===== config.mk =====
export PLATFORM = sky130hd
export DESIGN_NAME = uart_tx_arbiter
export DESIGN_NICKNAME = d
export VERILOG_FILES = /design/src/rtl/uart_tx_arbiter.sv
export SDC_FILE = /design/constraint.sdc
export NUM_CORES = 1
export LEC_CHECK = 0
export ABC_AREA = 1
export BUFFER_PORTS_ARGS = -buffer_cell sky130_fd_sc_hd__buf_4
export CAP_MARGIN = 5
export CORE_MARGIN = 5
export CORE_UTILIZATION = 51
export CTS_BUF_LIST = sky130_fd_sc_hd__clkbuf_8
export DETAILED_ROUTE_END_ITERATION = 12
export PLACE_DENSITY = 0.93
export RECOVER_POWER = 100
export SYNTH_ARGS = -nofsm -noshare
export SYNTH_HDL_FRONTEND = slang
export SYNTH_SLANG_ARGS = --single-unit

===== constraint.sdc =====
create_clock -name clk -period 3.9 [get_ports clk]
set_input_delay 0 -clock clk [delete_from_list [all_inputs] [get_ports clk]]
set_output_delay 0 -clock clk [all_outputs]
set_load 0.01 [all_outputs]

===== src/rtl/uart_tx_arbiter.sv =====
// Round-robin arbiter granting NUM_REQ byte streams access to a single TX FIFO write port.
// Each grant lasts up to MAX_BURST bytes, ends early on req_last, and is followed by one turnaround cycle.
module uart_tx_arbiter #(
   parameter  int NUM_REQ   = 4,
   parameter  int MAX_BURST = 8,
   parameter  int DATA_W    = 8,
   localparam int ID_W      = $clog2(NUM_REQ),
   localparam int CNT_W     = $clog2(MAX_BURST + 1)
) (
   input  logic                      clk,
   input  logic                      nReset,
   input  logic                      i_enable,
   input  logic [NUM_REQ-1:0]        i_req_valid,
   input  logic [NUM_REQ*DATA_W-1:0] i_req_data,
   input  logic [NUM_REQ-1:0]        i_req_last,
   output logic [NUM_REQ-1:0]        o_req_ready,
   output logic                      o_out_valid,
   output logic [DATA_W-1:0]         o_out_data,
   input  logic                      i_out_ready,
   output logic [ID_W-1:0]           o_grant_id,
   output logic                      o_busy,
   output logic                      o_burst_trunc
);

   typedef enum logic [1:0] {
      S_IDLE,
      S_XFER,
      S_GAP
   } state_t;

   localparam logic [CNT_W-1:0] MAX_CNT = CNT_W'(MAX_BURST);
   localparam logic [ID_W-1:0]  LAST_ID = ID_W'(NUM_REQ - 1);

   state_t            r_state;
   state_t            w_state_next;
   logic [ID_W-1:0]   r_rr_ptr;
   logic [ID_W-1:0]   w_rr_ptr_next;
   logic [ID_W-1:0]   r_grant_id;
   logic [ID_W-1:0]   w_grant_id_next;
   logic [CNT_W-1:0]  r_beat_cnt;
   logic [CNT_W-1:0]  w_beat_cnt_next;
   logic [CNT_W-1:0]  w_beat_inc;
   logic              r_burst_trunc;
   logic              w_burst_trunc_next;
   logic [DATA_W-1:0] w_data_arr [NUM_REQ];
   logic [ID_W-1:0]   w_pick_id;
   logic              w_sel_valid;
   logic              w_sel_last;
   logic              w_xfer;

   generate
      for (genvar gi = 0; gi < NUM_REQ; gi++) begin : g_slice
         assign w_data_arr[gi] = i_req_data[gi*DATA_W +: DATA_W];
      end
   endgenerate

   // Scan from rr_ptr upward with wrap; iterating farthest-first leaves the nearest valid requester.
   always_comb begin : p_pick
      int idx;
      idx       = 0;
      w_pick_id = r_rr_ptr;
      for (int k = NUM_REQ - 1; k >= 0; k--) begin
         idx = int'(r_rr_ptr) + k;
         if (idx >= NUM_REQ) begin
            idx = idx - NUM_REQ;
         end
         if (i_req_valid[ID_W'(idx)]) begin
            w_pick_id = ID_W'(idx);
         end
      end
   end

   assign w_sel_valid = i_req_valid[r_grant_id];
   assign w_sel_last  = i_req_last[r_grant_id];
   assign w_beat_inc  = r_beat_cnt + CNT_W'(1);
   assign w_xfer      = (r_state == S_XFER) && w_sel_valid && i_out_ready;

   always_comb begin : p_next
      w_state_next       = r_state;
      w_rr_ptr_next      = r_rr_ptr;
      w_grant_id_next    = r_grant_id;
      w_beat_cnt_next    = r_beat_cnt;
      w_burst_trunc_next = 1'b0;
      o_req_ready        = '0;
      o_out_valid        = 1'b0;
      o_out_data         = '0;
      case (r_state)
         S_IDLE: begin
            if (i_enable && (|i_req_valid)) begin
               w_grant_id_next = w_pick_id;
               w_beat_cnt_next = '0;
               w_state_next    = S_XFER;
            end
         end
         S_XFER: begin
            o_out_valid             = w_sel_valid;
            o_out_data              = w_sel_valid ? w_data_arr[r_grant_id] : '0;
            o_req_ready[r_grant_id] = i_out_ready;
            if (w_xfer) begin
               w_beat_cnt_next = w_beat_inc;
               // A message end on the final allowed beat is a normal end, not a truncation.
               if (w_sel_last) begin
                  w_state_next = S_GAP;
               end else if (w_beat_inc == MAX_CNT) begin
                  w_state_next       = S_GAP;
                  w_burst_trunc_next = 1'b1;
               end
            end
         end
         S_GAP: begin
            w_rr_ptr_next = (r_grant_id == LAST_ID) ? '0 : r_grant_id + ID_W'(1);
            w_state_next  = S_IDLE;
         end
         default: begin
            w_state_next = S_IDLE;
         end
      endcase
   end

   always_ff @(posedge clk) begin
      if (!nReset) begin
         r_state       <= S_IDLE;
         r_rr_ptr      <= '0;
         r_grant_id    <= '0;
         r_beat_cnt    <= '0;
         r_burst_trunc <= 1'b0;
      end else begin
         r_state       <= w_state_next;
         r_rr_ptr      <= w_rr_ptr_next;
         r_grant_id    <= w_grant_id_next;
         r_beat_cnt    <= w_beat_cnt_next;
         r_burst_trunc <= w_burst_trunc_next;
      end
   end

   assign o_grant_id    = r_grant_id;
   assign o_busy        = (r_state != S_IDLE);
   assign o_burst_trunc = r_burst_trunc;

endmodule


After elaboration in Yosys (flattened, before gate mapping). Index checks and enable logic that the tools add are counted.

Bits in registers: 11. Bits of input ports: 44. Output and inout bits: 17. Word-level logic and storage cells: 92.

Add/subtract/negate cells: 9. Magnitude comparators: 11. Equality and inequality tests: 7. Multiplexer cells: 43. Bitwise gates (word level): 5. Reductions and logical operators: 12.

Operator list (count): 8-bit 2-to-1 mux (4); 2-bit 2-to-1 mux (13); 8-bit binary-select mux with 2-bit select (1); 2-bit by 4-bit less-than comparator with 1-bit output (second input constant) (4); 1-bit 2-to-1 mux (13); 1-bit binary-select mux with 2-bit select (6); 3-bit >= comparator (second input constant) (4); 4-bit 2-to-1 mux (3); 4-bit case mux with 2 select lines (1); 4-bit OR reduction (2); 2-bit by 1-bit subtractor with 2-bit output (second input constant) (4); 2-bit by 2-bit adder with 3-bit output (second input constant) (2); 3-bit AND reduction (2); 4-bit by 1-bit adder with 4-bit output (second input constant) (1); 4-bit bitwise AND (1); 2-bit equality test (second input constant) (2); 4-bit equality test (second input constant) (1); 1-bit logical AND (4); 2-bit inequality test (second input constant) (2); 2-bit case mux with 2 select lines (1); 2-bit nonzero test (2); 2-bit by 1-bit adder with 3-bit output (second input constant) (1); 2-bit by 3-bit >= comparator with 1-bit output (second input constant) (1); 2-bit by 3-bit less-than comparator with 1-bit output (second input constant) (1); 9 further kinds (11).

Logic depth before layout (Yosys ltp).
Word-level depth: 10. Gate-level depth with buffers: 12. Depth with buffers taken out: 11.

Least setup slack after synthesis. Ideal clock, no wire load.

Path kind: flip-flop to flip-flop. From: register r_grant_id[0], in the netlist o_grant_id[0]. To: register r_rr_ptr[1]. Library setup time: 0.119 ns. Data arrival time: 1.255 ns. Required time: 3.781 ns. Setup slack: 2.525 ns. Stages on the path, launching flop included: 7. Path buffers: 2. Period minus slack after synthesis: 1.375 ns. Cells stage by stage: dfxtp_1 -> buf_6 -> inv_2 -> buf_2 -> ha_1 -> o21ai_0 -> a21oi_1.

Cells in the longest elaborated chain, start to end: 2. Elaborated cells on any way between the ends: 3. Classes of those cells: add/sub (1); eq/ne (1); mux (1).

RTL lines: start: declaration (line 38) `logic [ID_W-1:0] r_grant_id;`; start signal: assignment (line 130) `r_grant_id <= w_grant_id_next;`; 2-bit by 1-bit adder with 2-bit output / 2-bit equality test (equally long branches) (line 111) `w_rr_ptr_next = (r_grant_id == LAST_ID) ? '0 : r_grant_id + ID_W'(1);`; 2-bit 2-to-1 mux (*) (line 111); end signal: assignment (line 129) `r_rr_ptr <= w_rr_ptr_next;`; end: declaration (line 36) `logic [ID_W-1:0] r_rr_ptr;`.

Mark *: on every way between the ends. The rest lies on a longest branch, timed or not. A chain may end at the register's enable or synchronous reset.

Worst setup path in the final report.
From: register r_grant_id[0], in the netlist o_grant_id[0]. To: register r_beat_cnt[0].

Cells in the longest elaborated chain, start to end: 6.

RTL lines: 1-bit binary-select mux with 2-bit select (line 73) `assign w_sel_valid = i_req_valid[r_grant_id];`; 1-bit 2-to-1 mux (implied by the code) (line 73); 1-bit logical AND (2 in series) (line 76) `assign w_xfer = (r_state == S_XFER) && w_sel_valid && i_out_ready;`; 2-bit inequality test (no line); 3-bit AND reduction (no line); end signal: assignment (line 131) `r_beat_cnt <= w_beat_cnt_next;`; end: declaration (line 40) `logic [CNT_W-1:0] r_beat_cnt;`.

No other way between the ends. The select of a mux whose other input is x is not followed.

==> results.yml <==
status:
  outcome: "complete, no violations"
clock_network:
  numCtsBuffers: 3
  cts_hold_buf: 0
  cts_resized: 0
  cts_sinks: 11
  cts_root_buffer: "clkbuf_8"
  path_clk_slew_ns: 0.05
  cts_setup_buffers: 0
  clock_path_buffers: 2
  htreeDepth: 1
  cts_tree: "built"
  insertion_delay_ns: 0.24
synth:
  ys_ff_latch: 11
  synth-warning-count: 0
  yosysTopAreaCellShare_pct: 17.7
  ys.flop_type: "dfxtp_1"
  syn-num-nets: 262
  yosys.area.top_type: "dfxtp_1"
  ys_seq_area_share_pct: 17.7
  syn_area_um2: 1240
  synth_common_cells: "48 x nor2_1, 46 x nand2_1, 19 x o21ai_0, 18 x inv_1, 16 x a21oi_1"
  avgSynthCellArea_um2: 5.85
  synth.most_common_cell: "nor2_1"
  async_flop_share_pct: 0
  synth_edf_count: 0
  synth_area_leaders: "dfxtp_1 18%, nor2_1 15%, nand2_1 14%, o21ai_0 7.7%, a21oi_1 6.5%"
  synth_cell_types: 30
  syn_inst: 212
layout:
  diodes: 0
  syn_to_final_growth_pct: 29.6
  nFillCells: 214
  fin_nets: 318
  drive_above_1_share_pct: 23.2
grt:
  grt_pass1_wl_um: 6020
  antenna_found_initial: 0
  grt_use_total_pct: 21.4
  grt_start_max_net_pins: 29
  grt_pass1_vias: 1404
  overflow: 0
placed_design:
  io_buffers: 60
  place_congestion: 0.779
  dpl.hpwl_um: 2760
  dpl_worst_slack_ns: 1.95
floorplan:
  die_area_um2: 3520
  io_pins: 61
  dieHeight_um: 59.3
  fp-row-count: 17
  initial_core_util_pct: 54.5
  die_w_um: 59.3
  fp.coreArea_um2: 2280
sta:
  rsz0062_at_grt: "no"
  timing.fmax_mhz: 423
  hold_viol_final: 0
  final-setup-viol-count: 0
  drv_slew: 0
  worst_pin_slew_ns: 0.932
  setup_slack_ns: 1.54
  min_period_over_period_pct: 60.6
  slew_headroom_pct: 37.8
  finClkSkew_ns: 0.00543
  finalCriticalPeriod_ns: 2.36
  tns_ns: 0
routing:
  via_per_inst: 5.02
  first_iter_violations: 86
  drc: 0
  drt-total-wl_um: 3550
  postRouteAntennaNets: 0
  firstDrtPassIters: 4
  vias: 1480
  wl_per_cell_um: 12.0
worst_setup_path:
  critPathMaxFanout: 28
  rr_worst_depth: 9
  cp-end-kind: "flop"
  crit_path_cell_trace: "nand2_2 -> o211ai_1 -> nand2_2 -> nand2_1 -> clkinvlp_2 -> nand2_1 -> nand3b_1 -> nand2_1 -> nor2_2"
  arrival_ns: 2.49
  cp_slowest_stage_delay_ns: 0.93
  crit_type: "flop to flop"
  crit_path_frequent_cell: "nand2_1"
  cp_data_required_time_ns: 4.03
  cp-start-kind: "flop"
  cpMaxStageDelayCell: "dfxtp_1"
job:
  cap_viol_max_count: 0
power:
  peakVddDrop_mv: 0.265
  p_leak_nw: 0.822
  power-per-cell-area_nw_per_um2: 256
hold_path:
  hold_path_class: "primary input to flop"
  hold_depth: 3
-- power by group --
group / internal (W) / switching (W)
Sequential: 0.000121 / 0.0000174
Clock: 0.0000703 / 0.0000449
Combinational: 0.0000734 / 0.0000858
Total: 0.000265 / 0.000148
-- metal layers --
| layer | vias to the layer above | GRT usage [%] | share of wire [%] |
|---|---|---|---|
| li1 | 783 | - | - |
| met1 | 643 | 27.1 | 43 |
| met2 | 47 | 36.8 | 48 |
| met3 | 7 | 3.27 | 7.4 |
| met4 | 0 | 6.80 | 1.5 |
| met5 | - | 0 | 0 |
-- registers in the layout, summed over array words and instances (netlist names) --
signal	cells
o_grant_id	2
r_beat_cnt	4
r_rr_ptr	2
r_state	2
o_burst_trunc	1
-- layout by cell type (no fill, tap or decap), types with 2 or more instances in the layout --
cell	n
nand2_2	5
a21boi_1	2
clkbuf_1	16
dfxtp_1	11
clkbuf_8	3
inv_2	2
clkinvlp_2	2
inv_1	19
buf_4	44
nand2_1	48
o21ai_0	19
a21oi_1	16
nand3b_2	2
nand3_1	9
nor3_1	2
ha_1	6
nor2_1	48
o21ai_1	2
-- final timing paths --
path / startpoint / end / slack [ns]
hold / removal: nReset / r_beat_cnt[3] / 0.04
setup reg to reg: o_grant_id[0] / r_beat_cnt[0] / 1.54
setup / recovery: o_grant_id[0] / r_beat_cnt[0] / 1.54
hold reg to reg: r_beat_cnt[3] / r_beat_cnt[3] / 0.58
-- worst max-delay path: cells and delay by family, from the launching register on --
| family | cells | cell delay (ns) |
|---|---|---|
| buffers and inverters | 1 | 0.22 |
| DFF | 1 | 0.93 |
| AOI/OAI and AO/OA | 1 | 0.13 |
| and+or+nand+nor | 7 | 0.96 |
-- final cells by class --
cell class / instances / area (um^2) / area share (%)
clock buffers: 3 / 41.3 / 2.57
clock inverters: 1 / 5.00 / 0.311
inverters: 23 / 88.8 / 5.52
multi-input cells: 169 / 828 / 51.5
flip-flops and latches: 11 / 220 / 13.7
well taps: 28 / 35.0 / 2.18
repair buffers: 60 / 390 / 24.3
-- kinds of logic after synthesis --
| logic type | after synthesis | synth area share, % |
|---|---|---|
| compound gates | 43 | 19.4 |
| fa+ha+maj | 6 | 6.05 |
| flops | 11 | 17.7 |
| buf+inv | 32 | 13.2 |
| xor+xnor | 2 | 1.41 |
| simple gates | 118 | 42.2 |
-- through the flow --
| stage | total power, W | hold slack [ns] | utilization [%] | instance area, um^2 | instances |
|---|---|---|---|---|---|
| after floorplan | 0.000249 | 0.101 | - | 1240 | 212 |
| after global placement | 0.000309 | 0.291 | 72.9 | 1660 | 291 |
| after detailed placement | 0.000312 | 0.292 | 72.9 | 1660 | 291 |
| after CTS | 0.000430 | 0.0416 | 74.9 | 1710 | 295 |
| after global routing | 0.000450 | 0.0589 | 70.7 | 1610 | 295 |
| final | 0.000413 | 0.0430 | 70.7 | 1610 | 295 |
(Power assumes the default switching activity.)
